--- config.mk ---
export PLATFORM = sky130hd
export DESIGN_NAME = key_loader_flat
export DESIGN_NICKNAME = d
export VERILOG_FILES = /design/src/rtl/key_loader_if.sv /design/src/rtl/key_loader.sv /design/src/flat_wrapper.sv
export SDC_FILE = /design/constraint.sdc
export NUM_CORES = 1
export LEC_CHECK = 0
export CAP_MARGIN = 20
export CORE_UTILIZATION = 47
export DETAILED_ROUTE_END_ITERATION = 16
export PLACE_DENSITY = 0.85
export SLEW_MARGIN = 15
export SYNTH_ARGS = -nofsm -noshare
export SYNTH_HDL_FRONTEND = slang
export SYNTH_SLANG_ARGS = --single-unit
--- constraint.sdc ---
create_clock -name clk -period 1.5 [get_ports clk]
set_input_delay 0.375 -clock clk [delete_from_list [all_inputs] [get_ports clk]]
set_output_delay 0.375 -clock clk [all_outputs]
set_load 0.02 [all_outputs]
--- src/rtl/key_loader_if.sv ---
// Serial key-loading bus between a key source (master) and key_loader (slave).
interface key_loader_if #(
  parameter int KEY_W = 29
) ();
  logic             load_start;
  logic             key_sin;
  logic             key_sin_valid;
  logic [KEY_W-1:0] key_out;
  logic             key_ready;
  logic             key_err;
  logic             busy;
  logic             key_locked;

  modport master (
    output load_start, key_sin, key_sin_valid,
    input  key_out, key_ready, key_err, busy, key_locked
  );

  modport slave (
    input  load_start, key_sin, key_sin_valid,
    output key_out, key_ready, key_err, busy, key_locked
  );
endinterface

--- src/rtl/key_loader.sv ---
// Serial key loader with even-parity check for a logic-locked netlist.
// Define KEY_LOADER_LOCKOUT_EN to lock out after three consecutive parity failures.
module key_loader #(
  parameter int KEY_W = 29,
  parameter int CNT_W = 5
) (
  input  logic         clk,
  input  logic         rst_n,
  key_loader_if.slave  kif
);

  typedef enum logic [2:0] {
    IDLE   = 3'd0,
    SHIFT  = 3'd1,
    READY  = 3'd2,
    ERROR  = 3'd3
`ifdef KEY_LOADER_LOCKOUT_EN
    ,
    LOCKED = 3'd4
`endif
  } state_t;

  localparam logic [CNT_W-1:0] CNT_LAST = CNT_W'(KEY_W);

  // True when the key bits plus the parity bit hold an even number of ones.
  function automatic logic even_parity(input logic [KEY_W-1:0] key,
                                       input logic             pbit);
    return ~(^key ^ pbit);
  endfunction

  state_t           state_q;
  state_t           state_d;
  logic [CNT_W-1:0] cnt_q;
  logic [KEY_W-1:0] sreg_q;

  logic             start;
  logic             vld_p0;
  logic             last_p0;
  logic             par_ok;
  logic             lock_hit;

  logic [KEY_W-1:0] key_out_c;
  logic             key_ready_c;
  logic             key_err_c;
  logic             busy_c;
  logic             key_locked_c;

`ifdef KEY_LOADER_LOCKOUT_EN
  logic [1:0]       fail_q;

  assign start    = kif.load_start & (state_q != LOCKED);
  assign lock_hit = (fail_q == 2'd2);
`else
  assign start    = kif.load_start;
  assign lock_hit = 1'b0;
`endif

  // A bit is only accepted in SHIFT, and never alongside a (re)start pulse.
  assign vld_p0  = (state_q == SHIFT) & kif.key_sin_valid & ~kif.load_start;
  assign last_p0 = vld_p0 & (cnt_q == CNT_LAST);
  assign par_ok  = even_parity(sreg_q, kif.key_sin);

  // ---- state register ----
  always_ff @(posedge clk) begin
    if (!rst_n) begin
      state_q <= IDLE;
    end else begin
      state_q <= state_d;
    end
  end

  // ---- next-state logic ----
  always_comb begin
    state_d = state_q;
    case (state_q)
      IDLE, READY, ERROR: begin
        if (kif.load_start) state_d = SHIFT;
      end
      SHIFT: begin
        if (kif.load_start) begin
          state_d = SHIFT;
        end else if (last_p0) begin
          if (par_ok) begin
            state_d = READY;
          end else begin
`ifdef KEY_LOADER_LOCKOUT_EN
            state_d = lock_hit ? LOCKED : ERROR;
`else
            state_d = ERROR;
`endif
          end
        end
      end
`ifdef KEY_LOADER_LOCKOUT_EN
      LOCKED: state_d = LOCKED;
`endif
      default: state_d = IDLE;
    endcase
  end

  // ---- bit counter and shift register ----
  // The counter parks at KEY_W while waiting for the parity bit, so it never wraps.
  always_ff @(posedge clk) begin
    if (!rst_n) begin
      cnt_q  <= '0;
      sreg_q <= '0;
    end else if (start) begin
      cnt_q  <= '0;
      sreg_q <= '0;
    end else if (vld_p0 && (cnt_q != CNT_LAST)) begin
      for (int i = 0; i < KEY_W; i++) begin
        if (cnt_q == CNT_W'(i)) sreg_q[i] <= kif.key_sin;
      end
      cnt_q <= cnt_q + CNT_W'(1);
    end
  end

`ifdef KEY_LOADER_LOCKOUT_EN
  // ---- consecutive-failure counter ----
  always_ff @(posedge clk) begin
    if (!rst_n) begin
      fail_q <= 2'd0;
    end else if (last_p0) begin
      if (par_ok)               fail_q <= 2'd0;
      else if (fail_q != 2'd3)  fail_q <= fail_q + 2'd1;
    end
  end
`else
  logic unused_lock;
  assign unused_lock = lock_hit;
`endif

  // ---- output decode ----
  // key_out is gated to zero outside READY so the netlist never sees a partial key.
  always_comb begin
    key_out_c    = '0;
    key_ready_c  = 1'b0;
    key_err_c    = 1'b0;
    busy_c       = 1'b0;
    key_locked_c = 1'b0;
    case (state_q)
      SHIFT: busy_c = 1'b1;
      READY: begin
        key_out_c   = sreg_q;
        key_ready_c = 1'b1;
      end
      ERROR: key_err_c = 1'b1;
`ifdef KEY_LOADER_LOCKOUT_EN
      LOCKED: begin
        key_err_c    = 1'b1;
        key_locked_c = 1'b1;
      end
`endif
      default: ;
    endcase
  end

  assign kif.key_out    = key_out_c;
  assign kif.key_ready  = key_ready_c;
  assign kif.key_err    = key_err_c;
  assign kif.busy       = busy_c;
  assign kif.key_locked = key_locked_c;

endmodule
--- src/flat_wrapper.sv ---
// flat-port wrapper written by rule: the top's interface ports become plain ports
module key_loader_flat 
#(
  parameter int KEY_W = 29,
  parameter int CNT_W = 5
)
  (clk, rst_n, kif_load_start, kif_key_sin, kif_key_sin_valid, kif_key_out, kif_key_ready, kif_key_err, kif_busy, kif_key_locked);
  key_loader_if #(.KEY_W(KEY_W)) kif_i ();
  input  logic clk;
  input  logic rst_n;
  input wire logic [$bits(kif_i.load_start)-1:0] kif_load_start;
  input wire logic [$bits(kif_i.key_sin)-1:0] kif_key_sin;
  input wire logic [$bits(kif_i.key_sin_valid)-1:0] kif_key_sin_valid;
  output wire logic [$bits(kif_i.key_out)-1:0] kif_key_out;
  output wire logic [$bits(kif_i.key_ready)-1:0] kif_key_ready;
  output wire logic [$bits(kif_i.key_err)-1:0] kif_key_err;
  output wire logic [$bits(kif_i.busy)-1:0] kif_busy;
  output wire logic [$bits(kif_i.key_locked)-1:0] kif_key_locked;
  assign kif_i.load_start = kif_load_start;
  assign kif_i.key_sin = kif_key_sin;
  assign kif_i.key_sin_valid = kif_key_sin_valid;
  assign kif_key_out = kif_i.key_out;
  assign kif_key_ready = kif_i.key_ready;
  assign kif_key_err = kif_i.key_err;
  assign kif_busy = kif_i.busy;
  assign kif_key_locked = kif_i.key_locked;
  key_loader #(.KEY_W(KEY_W), .CNT_W(CNT_W)) u_core (.clk(clk), .rst_n(rst_n), .kif(kif_i));
endmodule
==> flow_summary.toml <==
[status]
outcome = "finished with violations"
failed_checks = "setup timing"

[place]
dpl.cell_count = 328
port_buffers = 36
gp_congestion = 0.862
hpwl_um = 3240

[sta]
worst_slack_ps = -262
slew_violations = 0
rsz0062_at_grt = "true"
tns_ps = -8840
hold_viol = 0
fmax_ghz = 0.568
finClkSkew_ps = 3.36
period_share = 1.17
setup_violations = 63
period_minus_slack_ps = 1760

[global_route]
grt_pass1_vias = 1862
antenna_found_initial = 0
grt_first_pass_wirelength_um = 9290
track_usage = 0.277
overflow = 0
grt_max_degree = 36

[worst_setup_path]
required_ps = 1680
path_max_fanout = 3
crit_type = "flop to flop"
crit_arrival_ps = 1940
reg2reg_from = "u_core.sreg_q[27]"
cp_slowest_cell = "xnor3_1"
end_kind = "flop"
max_stage_delay_ps = 420
setup.worst_path.start = "u_core.sreg_q[27]"
crit_path_start_kind = "flop"
path_cells = "xnor2_1 -> xnor2_1 -> xnor3_1 -> xnor3_1 -> a31oi_1"

[die]
io_pins = 38
die_y_um = 68.7
num_rows = 23
die_w_um = 68.7
core_area_um2 = 4140
die_area_um2 = 4720
initial_core_util = 0.505

[synth]
synth_top_cells_by_area = "dfxtp_1 (34%), mux2i_1 (14%), xnor2_1 (8.8%), and2_1 (8.7%), nor2_1 (6.1%)"
yosysTopAreaCellShare = 0.345
synth_area_leader_cell = "dfxtp_1"
avgSynthCellArea_um2 = 8.82
postSynthCellCount = 237
synth_seq_area_share = 0.345
synth.cell_area_um2 = 2090
syn_nets = 247
ys_ff_latch = 36
yosys_warnings = 0
synth_cell_types = 31

[routing]
first_pass_iters = 4
route.detailed.drc = 0
antenna_left = 0
viasPerCell = 5.52
initialDrtViolationCount = 164
vias = 1947
routed_wirelength_um = 6620
wl_per_cell_um = 18.8

[hold_path]
min-delay-start = "u_core.sreg_q[9]"
hold_class = "flop to flop"

[power_and_ir_drop]
power_density_nw_per_um2 = 550
p_int_w = 0.00134
p_seq_frac = 0.541
clkPwrFrac = 0.378
power_frac_comb = 0.081
power_leakage_nw = 1.41
p_sw_frac = 0.248
peakVddDrop_uv = 426
switching_power_w = 0.000441

[clock_network]
clk_pin_slew_ps = 70
clk_latency_ps = 290
cts_hold_buffers = 0
cts_sinks = 36
cts_tree = "done"
clock_tree.buffer_depth = 2
cts_buffers = 5
clock-root-buffer = "clkbuf_8"
h-tree-depth = 2

[cells_and_area]
drive_gt1_frac = 0.525
num_antenna_cells = 0
fillers = 241
final_cells = 353
fin_nets = 313
layout_common_cells = "buf_6 (51), nor2_1 (33), and2_4 (29), mux2i_1 (29), dfxtp_1 (27)"
final_common_cell = "buf_6"
area_growth_pct = 54.6

[run]
cap_violations = 0
what timing repair did:
action                                  4_1_cts  5_1_grt
setup buffers                                12        6
cloned                                        2        0
pin swaps                                    21       11
resized for setup                           263       37
endpoints found under the setup margin       67       67
per-stage QoR:
stage               setup WS (ps)  area, µm²  total power, W  utilization  hold slack, ps
floorplan                   -38.4       2120         0.00105            -             456
global placement             -579       2640         0.00110        0.637             483
detailed placement           -633       2640         0.00110        0.637             495
CTS                          -220       3090         0.00176        0.747             516
global route                 -306       3230         0.00183        0.780             544
finish                       -262       3230         0.00178        0.780             536
Yosys cell counts:
cell type and instances:
nor3b_1 3, nand3_1 13, a31oi_1 2, mux2i_1 29, nand4_1 1, nor2b_1 6, nand4bb_1 1, inv_1 3
conb_1 1, nor3b_2 2, ha_1 5, nor3_1 1, a211oi_1 1, xnor2_2 2, a21oi_1 2, xnor2_1 21
clkbuf_1 14, nand2_1 16, and4_1 1, and2_2 1, buf_4 1, nor2_1 34, nand2b_1 1, nor4bb_1 1
and2_1 29, xor2_1 3, nor3_2 1, xnor3_1 3, dfxtp_1 36, and3_1 2, o21ai_0 1
flip-flops by register name, indices dropped and copies added (netlist names):
name and cells:
u_core.cnt_q 5, u_core.sreg_q 29, u_core.state_q 2
worst paths after layout:
| check | end | slack [ps] | depth (start not counted) |
|---|---|---|---|
| setup reg to reg | u_core.state_q[0] | -260 | 5 |
| hold / removal | u_core.sreg_q[9] | 540 | 2 |
| setup / recovery | u_core.state_q[0] | -260 | 5 |
| hold reg to reg | u_core.sreg_q[9] | 540 | 2 |
layout make-up:
type                       count  area (µm²)  area share
inverter                       3        11.3     0.00348
clock inverter                 1        5.00     0.00155
clock buffer                   6        72.6      0.0224
sequential                    36         734       0.227
multi-input combinational    183        1580       0.490
tap                           50        62.6      0.0193
timing repair buffer          74         763       0.236
cell families (layout without fill, tap and decap cells):
group,count (synthesis),after routing,synth area share
mux,29,29,0.139
other cells,1,1,0.00179
xor+xnor,29,29,0.148
simple gates,113,113,0.285
compound gates,6,6,0.0168
buf+inv,18,84,0.0341
fa+ha+maj,5,5,0.0299
flops,36,36,0.345
layer usage:
layer | up-vias | GRT usage | wire length (µm)
met5 | - | 0 | 0
met4 | 0 | 0.135 | 268
met3 | 21 | 0.0641 | 390
met2 | 84 | 0.436 | 3150
met1 | 935 | 0.356 | 2810
li1 | 907 | - | -
power groups by stage:
| stage | clock (W) | sequential, W | combinational [W] |
|---|---|---|---|
| floorplan | 0 | 0.000985 | 0.0000661 |
| global placement | 0 | 0.000984 | 0.000115 |
| detailed placement | 0 | 0.000984 | 0.000116 |
| CTS | 0.000665 | 0.000964 | 0.000130 |
| global route | 0.000716 | 0.000963 | 0.000151 |
| finish | 0.000672 | 0.000963 | 0.000143 |
worst max-delay path, delay by kind of cell, from the launching register on:
| kind | cells | cell delay, ps |
|---|---|---|
| AOI/OAI and AO/OA | 1 | 90 |
| xor gates and xnor gates | 4 | 1200 |
| DFF | 1 | 350 |
(Power assumes the default switching activity.)
